[config.mk]
export PLATFORM = sky130hd
export DESIGN_NAME = bp_cache_req_arbiter
export DESIGN_NICKNAME = d
export VERILOG_FILES = /design/src/rtl/bp_cache_req_arbiter.sv
export SDC_FILE = /design/constraint.sdc
export NUM_CORES = 1
export LEC_CHECK = 0
export CAP_MARGIN = 20
export CORE_AREA = 2 2 153 155
export CTS_CLUSTER_SIZE = 12
export DETAILED_ROUTE_END_ITERATION = 7
export DIE_AREA = 0 0 155 157
export SYNTH_ARGS = -nofsm -noshare
export SYNTH_HDL_FRONTEND = slang
export SYNTH_SLANG_ARGS = --single-unit
[constraint.sdc]
create_clock -name clk_i -period 1.24 [get_ports clk_i]
set_input_delay 0.124 -clock clk_i [delete_from_list [all_inputs] [get_ports clk_i]]
set_output_delay 0.124 -clock clk_i [all_outputs]
set_load 0.01 [all_outputs]
[src/rtl/bp_cache_req_arbiter.sv]
// ============================================================================
// Module      : bp_cache_req_arbiter
// Description : Round-robin share of one cache-engine request path between
//               the I$ (port 0) and D$ (port 1). Optional per-port grant
//               counters are built when BP_CACHE_ARB_GRANT_CNT_EN is defined.
// Revision    : 1.0 - initial release
// ============================================================================
`default_nettype none

module bp_cache_req_arbiter #(
    parameter int req_width_p      = 96,
    parameter int metadata_width_p = 8,
    parameter int ctr_width_p      = 32
) (
    input  logic                          clk_i,
    input  logic                          reset_i,

    input  logic [2*req_width_p-1:0]      req_i,
    input  logic [1:0]                    req_v_i,
    output logic [1:0]                    req_yumi_o,
    input  logic [2*metadata_width_p-1:0] req_metadata_i,
    input  logic [1:0]                    req_metadata_v_i,
    output logic [1:0]                    req_last_o,
    output logic [1:0]                    req_critical_o,
    output logic [1:0]                    req_lock_o,

    output logic [req_width_p-1:0]        engine_req_o,
    output logic                          engine_req_v_o,
    input  logic                          engine_req_yumi_i,
    output logic [metadata_width_p-1:0]   engine_metadata_o,
    output logic                          engine_metadata_v_o,
    input  logic                          engine_last_i,
    input  logic                          engine_critical_i,
    input  logic                          engine_lock_i,
    input  logic                          engine_credits_full_i,

    output logic [2*ctr_width_p-1:0]      grant_cnt_o
);

    typedef enum logic [1:0] {
        e_idle  = 2'd0,
        e_grant = 2'd1,
        e_busy  = 2'd2
    } state_e;

    state_e state_q, state_d;
    logic   owner_q, owner_d;
    logic   last_q,  last_d;

    logic                        w_own_v;
    logic [req_width_p-1:0]      w_own_req;
    logic [metadata_width_p-1:0] w_own_meta;
    logic                        w_own_meta_v;

    assign w_own_v      = owner_q ? req_v_i[1] : req_v_i[0];
    assign w_own_req    = owner_q ? req_i[2*req_width_p-1:req_width_p] : req_i[req_width_p-1:0];
    assign w_own_meta   = owner_q ? req_metadata_i[2*metadata_width_p-1:metadata_width_p]
                                  : req_metadata_i[metadata_width_p-1:0];
    assign w_own_meta_v = owner_q ? req_metadata_v_i[1] : req_metadata_v_i[0];

    always_comb begin
        state_d             = state_q;
        owner_d             = owner_q;
        last_d              = last_q;
        req_yumi_o          = 2'b00;
        req_last_o          = 2'b00;
        req_critical_o      = 2'b00;
        req_lock_o          = 2'b00;
        engine_req_o        = '0;
        engine_req_v_o      = 1'b0;
        engine_metadata_o   = '0;
        engine_metadata_v_o = 1'b0;

        case (state_q)
            e_idle: begin
                if ((|req_v_i) && !engine_credits_full_i) begin
                    // Contention goes to the port that did not win last time.
                    owner_d = (&req_v_i) ? ~last_q : req_v_i[1];
                    state_d = e_grant;
                end
            end
            e_grant: begin
                engine_req_o        = w_own_req;
                engine_req_v_o      = w_own_v;
                req_yumi_o[owner_q] = engine_req_yumi_i & w_own_v;
                if (engine_req_yumi_i && w_own_v) begin
                    last_d  = owner_q;
                    state_d = e_busy;
                end else if (!w_own_v) begin
                    state_d = e_idle;
                end
            end
            e_busy: begin
                engine_metadata_o       = w_own_meta;
                engine_metadata_v_o     = w_own_meta_v;
                req_last_o[owner_q]     = engine_last_i;
                req_critical_o[owner_q] = engine_critical_i;
                req_lock_o[owner_q]     = engine_lock_i;
                if (engine_last_i) begin
                    state_d = e_idle;
                end
            end
            default: state_d = e_idle;
        endcase

        // Outputs are quiet while reset is held, whatever state the flops hold.
        if (reset_i) begin
            req_yumi_o          = 2'b00;
            req_last_o          = 2'b00;
            req_critical_o      = 2'b00;
            req_lock_o          = 2'b00;
            engine_req_o        = '0;
            engine_req_v_o      = 1'b0;
            engine_metadata_o   = '0;
            engine_metadata_v_o = 1'b0;
        end
    end

    always_ff @(posedge clk_i) begin
        if (reset_i) begin
            state_q <= e_idle;
            owner_q <= 1'b0;
            last_q  <= 1'b0;
        end else begin
            state_q <= state_d;
            owner_q <= owner_d;
            last_q  <= last_d;
        end
    end

`ifdef BP_CACHE_ARB_GRANT_CNT_EN
    logic [1:0][ctr_width_p-1:0] grant_cnt_q, grant_cnt_d;

    for (genvar p = 0; p < 2; p++) begin : g_grant_cnt
        always_comb begin
            grant_cnt_d[p] = grant_cnt_q[p];
            if (req_yumi_o[p] && !(&grant_cnt_q[p])) begin
                grant_cnt_d[p] = grant_cnt_q[p] + {{(ctr_width_p-1){1'b0}}, 1'b1};
            end
        end

        always_ff @(posedge clk_i) begin
            if (reset_i) begin
                grant_cnt_q[p] <= '0;
            end else begin
                grant_cnt_q[p] <= grant_cnt_d[p];
            end
        end
    end

    assign grant_cnt_o = reset_i ? '0 : grant_cnt_q;
`else
    assign grant_cnt_o = '0;
`endif

endmodule

`default_nettype wire

==> out/metrics.yaml <==
die:
  io_pins: 397
  initial_core_util_pct: 10.4
  die_h_um: 157
  fp.dieW_um: 155
  std_cell_rows: 55
  fp.coreArea_um2: 22500
  die_area_um2: 24300
worst_setup_path:
  r2r_cells: 5
  crit_family: "simple AND/OR/NAND/NOR gates"
  slowest_stage: "or3_4"
  arrival_ns: 1.52
  cp_max_fo: 5
  endpoint_kind: "primary output"
  critPathKind: "flip-flop to primary output"
  r2r-end: "last_q"
  slowest_delay_ns: 0.40
  critPathBufInv: 2
  worstSetupStartpoint: "owner_q"
  cp.required_ns: 1.12
  reg2reg_setup_slack_ns: -0.19
  worstSetupStartpointType: "flip-flop"
  rr_startpoint: "owner_q"
  crit_chain: "buf_6 > mux2i_2 > or3_4 > nor3_4 > buf_2"
logic_synthesis:
  ys_seq_area_share_pct: 3.42
  ys_ff_latch: 4
  synth_cell_types: 20
  synthesis.area_um2: 2340
  yosys_warnings: 0
  syn_avg_cell_area_um2: 7.03
  syn_inst: 333
power_and_ir_drop:
  p_int_w: 0.00205
  switching_share_pct: 34.1
  p_leak_nw: 3.09
  power_density_nw_per_um2: 412
  comb_power_share_pct: 78.3
  vdd_drop_max_mv: 0.292
  switching_power_w: 0.00106
  p_clk_share_pct: 17.1
  power_frac_seq_pct: 4.7
global_route:
  grt_max_degree: 51
  grt_first_pass_wirelength_mm: 18.2
  grt.total_usage_pct: 9.52
  grt_pass1_vias: 3333
  antenna_found_initial: 0
  grt_overflow: 0
run:
  maxCapViolCount: 0
drt:
  ant_nets: 0
  finalWirelength_mm: 16.7
  route.detailed.drc: 0
  wl_per_cell_um: 16.3
  drt-initial-drc-count: 89
  num_vias: 3746
  drtPass1Iterations: 4
  routed_via_density: 3.66
min_path:
  hp-class: "flip-flop to flip-flop"
  hold_start: "last_q"
  min_path_cells: 2
  min_to: "last_q"
sta:
  holdWs_ns: 0.487
  fin_crit_ns: 1.65
  finalClockSkew_ns: 0.00179
  max_freq_mhz: 607
  fin_crit_sh_pct: 133
  setup_viol: 116
  rsz0062_at_grt: "yes"
  drv_slew: 0
  postLayoutSetupSlackWorst_ns: -0.408
  hold_viol_final: 0
cts:
  clk_path_buf_depth: 2
  clock_latency_ns: 0.23
  clk_pin_slew_worst_paths_ns: 0.03
  numCtsBuffers: 3
  cts_root_buffer: "clkbuf_16"
  clkSinkCount: 4
  cts_tree: "built"
  h-tree-depth: 1
cells_and_area:
  final_net_count: 958
  area_growth_pct: 222
  post-route-util_pct: 33.5
  diodes: 0
  drive_above_1_share_pct: 44.6
placed_design:
  place_hpwl_mm: 10.5
  portBuffers: 332
  place.gp.congestion: 0.744
status:
  violations: "negative setup slack"
  status: "complete, but fails checks"
-- worst min-delay path, stage by stage (launching register included) --
cell and delay, ns:
dfxtp_1 0.30, nand2b_1 0.06, mux2i_1 0.07
-- cell type report --
class,count,area (µm²)
timing repair buffer,424,4260
fill,2310,15000
multi-input combinational,306,2750
tap,285,357
clock buffer,4,78.8
sequential,4,91.3
-- cells in the mapped netlist (all sizes together) --
master  number  share of area (%)
a21oi        1               0.21
and3         3               0.80
buf         82                 25
clkbuf       7                1.1
conb         1               0.16
dfxtp        4                3.4
mux2i      108                 46
nand2        3               0.48
nand2b       2               0.53
nand3b       1               0.32
nor2       109                 17
nor3         2               0.43
nor3b        5                1.8
o21a         1               0.32
o21bai       1               0.32
or3          1               0.48
or3b         2               0.75
-- power by group through the flow --
stage,registers [W],logic (W),clock network [W]
2_1_floorplan,0.000138,0.000758,0
4_1_cts,0.000146,0.00179,0.000536
3_5_place_dp,0.000146,0.00168,0
5_1_grt,0.000146,0.00257,0.000560
6_report,0.000145,0.00243,0.000531
3_3_place_gp,0.000146,0.00168,0
-- state kept, by name, summed over array words and instances, names as in the netlist --
signal,count
last_q,1
owner_q,1
state_q,2
-- through the flow --
step / power [W] / setup WS [ns] / cell area, µm² / TNS, ns / instances
6_report: 0.00311 / -0.408 / 7540 / -34.41 / 1023
5_1_grt: 0.00327 / -0.461 / 7540 / -41.37 / 1023
4_1_cts: 0.00247 / -0.476 / 6310 / -43.45 / 987
3_5_place_dp: 0.00183 / -0.744 / 6030 / -75.32 / 962
3_3_place_gp: 0.00182 / -0.734 / 6030 / -76.10 / 962
2_1_floorplan: 0.000896 / -0.0456 / 2610 / -0.383 / 396
-- worst max-delay path by stage --
stage                              endpoint  slack, ns  cells past startpoint
after floorplan           req_critical_o[0]      -0.05                      3
after global placement     engine_req_o[50]      -0.73                      7
after detailed placement      req_lock_o[0]      -0.74                      4
after CTS                   engine_req_o[4]      -0.48                      5
after global routing       engine_req_o[47]      -0.46                      7
final                         req_yumi_o[0]      -0.41                      5
-- kinds of logic (layout without fill, tap and decap cells) --
group | Yosys count | count (layout) | synth area share (%)
DFF | 4 | 4 | 3.42
buffers and inverters | 89 | 428 | 26.3
other | 1 | 64 | 0.160
muxes | 108 | 108 | 46.2
and+or+nand+nor | 128 | 131 | 23.1
AOI/OAI and AO/OA | 3 | 3 | 0.856
-- layer usage --
layer	global-route usage, %	wire (µm)	vias up
li1	-	-	1805
met5	0	0	-
met4	2.38	390	0
met3	1.79	1250	19
met2	18.7	9160	234
met1	10.4	5900	1688
-- cells in the final DEF (no fill, tap or decap), types with 2 or more instances in the layout --
| cell | count |
|---|---|
| clkbuf_16 | 14 |
| and3_4 | 2 |
| nor3b_2 | 4 |
| nand2_8 | 3 |
| clkdlybuf4s50_1 | 217 |
| buf_4 | 31 |
| buf_8 | 15 |
| nand2b_1 | 2 |
| mux2i_2 | 16 |
| clkbuf_2 | 12 |
| nor2_2 | 22 |
| nand2_1 | 2 |
| dfxtp_4 | 3 |
| nor2_1 | 55 |
| mux2i_4 | 31 |
| nor2_4 | 32 |
| buf_12 | 13 |
| mux2i_1 | 61 |
| conb_1 | 64 |
| buf_16 | 4 |
| buf_6 | 51 |
| buf_2 | 69 |
| or3b_4 | 2 |
-- repair_timing --
item / CTS / global route
gates resized for setup: 316 / 407
pin swaps: 8 / 42
setup endpoints to repair: 116 / 117
cloned: 5 / 17
hold buffers: 0 / 0
buffers inserted: 16 / 20
Power figures use the tool's default switching activity.
